--- src/rtl/clkdiv_pkg.sv ---
// Shared constants, channel state type and ratio helpers for the programmable clock divider.
package clkdiv_pkg;

  localparam int unsigned CNT_W_DEF   = 16;
  localparam int unsigned DIV_RST_DEF = 1024;

  typedef enum logic {
    IDLE,
    RUN
  } ch_state_e;

  // Ratios below 2 cannot produce both a high and a low phase, so they are raised to 2.
  function automatic logic [31:0] clamp_div(input logic [31:0] d);
    return (d < 32'd2) ? 32'd2 : d;
  endfunction

  // High-phase length: ceil(D/2), so odd ratios get the longer high phase.
  function automatic logic [31:0] high_len(input logic [31:0] d);
    return (d + 32'd1) >> 1;
  endfunction

endpackage

--- src/rtl/clkdiv_chan.sv ---
// One divider channel: period counter, pending/active ratio, IDLE/RUN control, registered outputs.
module clkdiv_chan
  import clkdiv_pkg::*;
#(
  parameter int unsigned CNT_W   = CNT_W_DEF,
  parameter int unsigned DIV_RST = DIV_RST_DEF
) (
  input  logic             clk_i,
  input  logic             rstn_i,
  input  logic             oe_i,
  input  logic [CNT_W-1:0] div_i,
  input  logic             load_i,
  input  logic             sync_i,
  output logic             dclk_o,
  output logic             tick_o,
  output logic             upd_pend_o
);

  ch_state_e        state, state_n;
  logic [CNT_W-1:0] cnt, cnt_n, cnt_inc;
  logic [CNT_W-1:0] d_act, d_act_n;
  logic [CNT_W-1:0] d_pend, d_pend_n;
  logic             pend, pend_n;
  logic             dclk, dclk_n;
  logic             tick, tick_n;
  logic             at_bnd;
  logic             restart;

  assign cnt_inc = cnt + CNT_W'(1);
  assign at_bnd  = (state == RUN) && (cnt == d_act - CNT_W'(1));

  // Next-state: period restart on enable/boundary/sync, ratio hand-over, load capture.
  always_comb begin
    state_n  = state;
    cnt_n    = cnt;
    d_act_n  = d_act;
    d_pend_n = d_pend;
    pend_n   = pend;
    dclk_n   = dclk;
    tick_n   = 1'b0;
    restart  = 1'b0;

    case (state)
      IDLE: begin
        cnt_n  = '0;
        dclk_n = 1'b0;
        if (oe_i) begin
          state_n = RUN;
          restart = 1'b1;
        end
      end
      RUN: begin
        if (at_bnd) begin
          if (oe_i) begin
            restart = 1'b1;
          end else begin
            state_n = IDLE;
            cnt_n   = '0;
            dclk_n  = 1'b0;
          end
        end else if (sync_i) begin
          restart = 1'b1;
        end else begin
          cnt_n  = cnt_inc;
          dclk_n = (32'(cnt_inc) < high_len(32'(d_act)));
        end
      end
      default: begin
        state_n = IDLE;
        cnt_n   = '0;
        dclk_n  = 1'b0;
      end
    endcase

    if (restart) begin
      cnt_n  = '0;
      dclk_n = 1'b1;
      tick_n = 1'b1;
      if (pend) begin
        d_act_n = d_pend;
        pend_n  = 1'b0;
      end
    end

    // Capture after the hand-over so a load on a restart edge stays pending for the next one.
    if (load_i) begin
      d_pend_n = CNT_W'(clamp_div(32'(div_i)));
      pend_n   = 1'b1;
    end
  end

  // Channel state and output registers.
  always_ff @(posedge clk_i or negedge rstn_i) begin
    if (!rstn_i) begin
      state  <= IDLE;
      cnt    <= '0;
      d_act  <= CNT_W'(DIV_RST);
      d_pend <= CNT_W'(DIV_RST);
      pend   <= 1'b0;
      dclk   <= 1'b0;
      tick   <= 1'b0;
    end else begin
      state  <= state_n;
      cnt    <= cnt_n;
      d_act  <= d_act_n;
      d_pend <= d_pend_n;
      pend   <= pend_n;
      dclk   <= dclk_n;
      tick   <= tick_n;
    end
  end

  assign dclk_o     = dclk;
  assign tick_o     = tick;
  assign upd_pend_o = pend;

endmodule

--- src/rtl/clkdiv_prog.sv ---
// Multi-channel programmable clock divider: N_CH independent channels sharing a sync restart.
module clkdiv_prog
  import clkdiv_pkg::*;
#(
  parameter int unsigned N_CH    = 4,
  parameter int unsigned CNT_W   = CNT_W_DEF,
  parameter int unsigned DIV_RST = DIV_RST_DEF
) (
  input  logic                  clk_i,
  input  logic                  rstn_i,
  input  logic [N_CH-1:0]       oe_i,
  input  logic [N_CH*CNT_W-1:0] div_i,
  input  logic [N_CH-1:0]       load_i,
  input  logic                  sync_i,
  output logic [N_CH-1:0]       dclk_o,
  output logic [N_CH-1:0]       tick_o,
  output logic [N_CH-1:0]       upd_pend_o
);

  for (genvar k = 0; k < N_CH; k++) begin : g_ch
    clkdiv_chan #(
      .CNT_W   (CNT_W),
      .DIV_RST (DIV_RST)
    ) u_chan (
      .clk_i      (clk_i),
      .rstn_i     (rstn_i),
      .oe_i       (oe_i[k]),
      .div_i      (div_i[k*CNT_W +: CNT_W]),
      .load_i     (load_i[k]),
      .sync_i     (sync_i),
      .dclk_o     (dclk_o[k]),
      .tick_o     (tick_o[k]),
      .upd_pend_o (upd_pend_o[k])
    );
  end

endmodule
--- config.mk ---
export PLATFORM = sky130hd
export DESIGN_NAME = clkdiv_prog
export DESIGN_NICKNAME = d
export VERILOG_FILES = /design/src/rtl/clkdiv_pkg.sv /design/src/rtl/clkdiv_chan.sv /design/src/rtl/clkdiv_prog.sv
export SDC_FILE = /design/constraint.sdc
export NUM_CORES = 1
export LEC_CHECK = 0
export CORE_UTILIZATION = 35
export CTS_CLUSTER_SIZE = 20
export DETAILED_ROUTE_END_ITERATION = 16
export SYNTH_ARGS = -nofsm -noshare
export SYNTH_HDL_FRONTEND = slang
export SYNTH_HIERARCHICAL = 1
export SYNTH_SLANG_ARGS = --single-unit
--- constraint.sdc ---
create_clock -name clk_i -period 5.7 [get_ports clk_i]
set_input_delay 1.14 -clock clk_i [delete_from_list [all_inputs] [get_ports clk_i]]
set_output_delay 1.14 -clock clk_i [all_outputs]
set_load 0.005 [all_outputs]
* Yosys cells after proc, flatten, opt, wreduce, memory -nomap -nowiden
Cells that the tools add are included.
Storage, ports and cells: input bits 75, flip-flop bits (word level) 208, word-level logic and storage cells 157
Cells by class: muxes and demuxes 77, bitwise logic cells 4, magnitude comparators 8, reductions and logical operators 16, equality and inequality tests 12, $add $sub $neg 12
Operator list (count):
- 16-bit two-way mux | 20
- 16-bit one-hot mux with 2 select lines | 4
- 16-bit by 31-bit less-than comparator with 1-bit output | 4
- 16-bit by 1-bit adder with 17-bit output (second input constant) | 4
- 16-bit by 1-bit adder with 16-bit output (second input constant) | 4
- 16-bit equality test | 4
- 16-bit by 2-bit less-than comparator with 1-bit output (second input constant) | 4
- 16-bit by 1-bit subtractor with 16-bit output (second input constant) | 4
- 1-bit two-way mux | 41
- 4-bit != test (second input constant) | 8
- 1-bit one-hot mux with 2 select lines | 12
- 2-bit AND reduction | 8
- 2-bit nonzero test | 4
- 1-bit logical AND | 4
- 1-bit inverter | 4

* Longest topological paths before layout
depth after elaboration 7, mapped depth 13

* Cells and area by module
The synthesis kept the hierarchy.
Modules (own cells, without submodules):
- clkdiv_chan | cells an instance 341, area each 3445.8 um^2, instances 4, sequential area each 1303.8 um^2

* Worst setup path before layout
No wires, ideal clock.
path type reg2reg, start register g_ch[0].u_chan.d_act[0], end register g_ch[0].u_chan.d_act[11], period minus slack after synthesis 3.327 ns, cell stages (with the launch flop) 12, data arrival time 3.202 ns, required time 5.575 ns, slack 2.373 ns, cell sequence dfrtp_1 clkbuf_1 inv_1 ha_1 nor4b_4 and3_1 a31oi_1 or4_1 o41ai_4 mux2i_2 buf_6 mux2_4
Between the ends: cells in the longest elaborated chain, start to end 6
RTL lines:
- from (decl) | line clkdiv_chan.sv:21 | logic [CNT_W-1:0] d_act, d_act_n;
- from (signal assigned) | line clkdiv_chan.sv:97 | d_act <= CNT_W'(DIV_RST);
- from (signal assigned) | line clkdiv_chan.sv:105 | d_act <= d_act_n;
- 16-bit by 1-bit subtractor with 16-bit output | line clkdiv_chan.sv:30 | assign at_bnd = (state == RUN) && (cnt == d_act - CNT_W'(1));
- 16-bit equality test | line clkdiv_chan.sv:30
- 1-bit logical AND | line clkdiv_chan.sv:30
- 1-bit two-way mux | line clkdiv_chan.sv:53 | if (at_bnd) begin
- 1-bit one-hot mux with 2 select lines | line clkdiv_chan.sv:43 | case (state)
- 2-bit AND reduction (no source line)
No other way between the ends. A chain may end at the register's enable or synchronous reset.

* Final worst setup path
start register g_ch[0].u_chan.d_act[2], end register g_ch[0].u_chan.dclk
Between the ends: cells in the longest elaborated chain, start to end 7
RTL lines:
- parallel branches: the longest is 7 deep, another holds 16-bit by 31-bit less-than comparator with 1-bit output
- to (signal assigned) | line clkdiv_chan.sv:108 | dclk <= dclk_n;
- to (decl) | line clkdiv_chan.sv:24 | logic dclk, dclk_n;
Several ways; the timed one is not identified. The select of a mux whose other input is x is not followed.

==> impl_metrics.toml <==
[routing]
routed_wirelength_um = 29600
postRouteAntennaNets = 0
vias_per_cell = 5.053
drt-initial-drc-count = 324
vias = 9671
post-route-drc-count = 0
first_pass_iters = 5
wl_per_cell_um = 15.47

[cells_and_area]
syn_to_final_growth_pct = 13.94
insertedDiodeCount = 0
fin_nets = 1525
multi_input_area_sq_um = 7948
ff_latch_area_sq_um = 5215
fin_area_sq_um = 15710
drive_gt1_share_pct = 13.83
fillers = 3819

[floorplan]
dieArea_sq_um = 40180
core-area_sq_um = 38740
rows = 72
initial_core_util_pct = 35.58
fp.dieH_um = 200.4
die_x_um = 200.4
io_pins = 87

[sta]
hold_violations = 0
setup_slack_ns = 2.134
timing.slew.headroom_pct = 33.29
fin_crit_ns = 3.566
rsz0062_at_grt = "false"
maxSlewViolCount = 0
tightest_slew_ns = 1.001
setup_viol = 0
fmax_mhz = 280.5
finalSetupTns_ns = 0
post-route-period-util_pct = 62.56
finClkSkew_ns = 0.008955

[worst_setup_path]
critPathKind = "reg -> reg"
path_cells = "nor3_2 -> nand4_1 -> a2111oi_0 -> a211oi_1 -> o41ai_4 -> or2_0 -> o21a_1"
slowest_delay_ns = 0.79
cp.required_ns = 6.17
crit_buf_inv = 0
slowest_stage = "or2_0"
cp_max_fo = 17
critPathLaunchType = "flop"
crit_family = "simple AND/OR/NAND/NOR gates"
worstPathArrival_ns = 4.03
cp-end-kind = "flop"

[clocking]
cts_root_buf = "clkbuf_16"
cts_resized = 0
numClockSinks = 208
postCtsSetupRepairBufs = 0
cts_tree = "built"
cts.path.max_buffers = 3
clkTransAtPathRegs_ns = 0.06
cts_hold_buf = 0
cts_buffers = 25
clock_latency_ns = 0.53
htree_levels = 1

[power]
powerDensity_nw_per_um2 = 292.1
p_leak_nw = 6.620
ir_drop_v = 0.0002119

[run_status]
status = "finished clean"

[worst_hold_path]
hold_class = "reg -> reg"

[grt]
grt_max_degree = 106
grt_pass1_wl_um = 50750
grt_overflow = 0
grt_usage_pct = 15.07
antenna_found_initial = 0
first_global_vias = 9884

[placed_design]
dp_hpwl_um = 22180
dp_slack_ns = 2.128
gp_congestion = 0.8614
portBuffers = 86
dpl_cell_area_sq_um = 14860

[logic_synthesis]
syn_area_sq_um = 13780
ys_top_cells_by_area = "dfrtp_1, xnor2_1, ha_1, mux2_2, xor2_1"
synth.top_cell.area_share_pct = 36.31
ys_seq_area_share_pct = 37.84
synth_edf_count = 0
yosysUniqueCellTypes = 52
synth_top_cell_by_area = "dfrtp_1"
ys.flop_type = "dfrtp_1"
ys_ff_latch = 208
synth_cells = 1364
yosysWarnings = 6
syn-num-nets = 1511
synthArstFlopShare_pct = 100.0
synth_commonest_cells = "dfrtp_1, xnor2_1, nand2_1"
yosysMostFrequentCell = "dfrtp_1"
syn_avg_cell_area_sq_um = 10.10

[flow_run]
max-cap-violations = 0
## registers in the layout, indices dropped and copies added, names as in the netlist
register                flops
g_ch.u_chan/state           4
g_ch.u_chan/d_act          64
g_ch.u_chan/cnt            64
g_ch.u_chan/dclk_o          4
g_ch.u_chan/tick_o          4
g_ch.u_chan/upd_pend_o      4
g_ch.u_chan/d_pend         64
## through the flow
stage	utilization (%)	hold slack (ns)	cells	total power, W
floorplan	-	0.4602	1364	0.002717
global placement	38.37	0.4744	1869	0.002968
detailed placement	38.37	0.4814	1869	0.002994
CTS	40.54	0.4944	1914	0.004665
global route	40.54	0.5083	1914	0.004873
finish	40.54	0.4892	1914	0.004588
## report_power, final
part	internal [W]	switching (W)
clock	0.000970	0.000650
sequential	0.00163	0.000292
combinational	0.000547	0.000495
total	0.00315	0.00144
## layout by cell type (no fill, tap or decap), types with 16 or more instances in the layout
cell type,n
nand3_1,44
a21oi_1,20
a21o_1,28
clkdlybuf4s50_1,85
xor2_1,64
nor2b_1,72
and3_1,24
nor4_1,16
nand2_1,84
inv_1,36
ha_1,72
nor3_1,32
nand4_1,52
xnor2_1,132
o21ai_0,28
mux2_4,36
dfrtp_1,200
nor2_1,76
mux2_2,72
clkbuf_16,25
## final timing paths
path	start	end	slack [ns]	cells past startpoint
setup / recovery	g_ch[0].u_chan/d_act[2]$_DFFE_PN0P_	g_ch[0].u_chan/dclk_o$_DFFE_PN0P_	2.13	7
hold / removal	g_ch[1].u_chan/d_pend[15]$_DFFE_PN0P_	g_ch[1].u_chan/d_act[15]$_DFFE_PN0P_	0.49	1
setup reg to reg	g_ch[0].u_chan/d_act[2]$_DFFE_PN0P_	g_ch[0].u_chan/dclk_o$_DFFE_PN0P_	2.13	7
hold reg to reg	g_ch[1].u_chan/d_pend[15]$_DFFE_PN0P_	g_ch[1].u_chan/d_act[15]$_DFFE_PN0P_	0.49	1
max in group asynchronous	rstn_i	g_ch[1].u_chan/d_pend[7]$_DFFE_PN0P_	4.01	2
min in group asynchronous	rstn_i	g_ch[3].u_chan/upd_pend_o$_DFFE_PN0P_	0.65	1
## routing by layer
metal,vias to the layer above,global-route usage [%],routed length [um]
met3,33,2.240,1101
met5,-,0,0
li1,4815,-,-
met1,4687,20.11,14030
met2,136,25.51,13980
met4,0,3.871,489
## worst reg2reg max path, cell delays in order, from the launching register on
cell	delay, ns
dfrtp_1	0.50
nor3_2	0.60
nand4_1	0.14
a2111oi_0	0.55
a211oi_1	0.17
o41ai_4	0.50
or2_0	0.79
o21a_1	0.25
## final cells by class
class / count / area share [%]
inverter: 36 / 0.8604
sequential: 208 / 33.21
clock inverter: 16 / 1.163
tap: 518 / 4.127
multi-input combinational: 1016 / 50.61
clock buffer: 29 / 4.206
timing repair buffer: 91 / 5.832
## cell families after synthesis
logic type               share of synthesized area (%)
flip-flops                                       37.84
XOR/XNOR                                         12.45
AO/OA/AOI/OAI                                    7.988
AND/OR/NAND/NOR                                  19.24
multiplexers                                     11.44
buffers and inverters                            4.503
adder cells (fa/ha/maj)                          6.536
(Power assumes the default switching activity.)
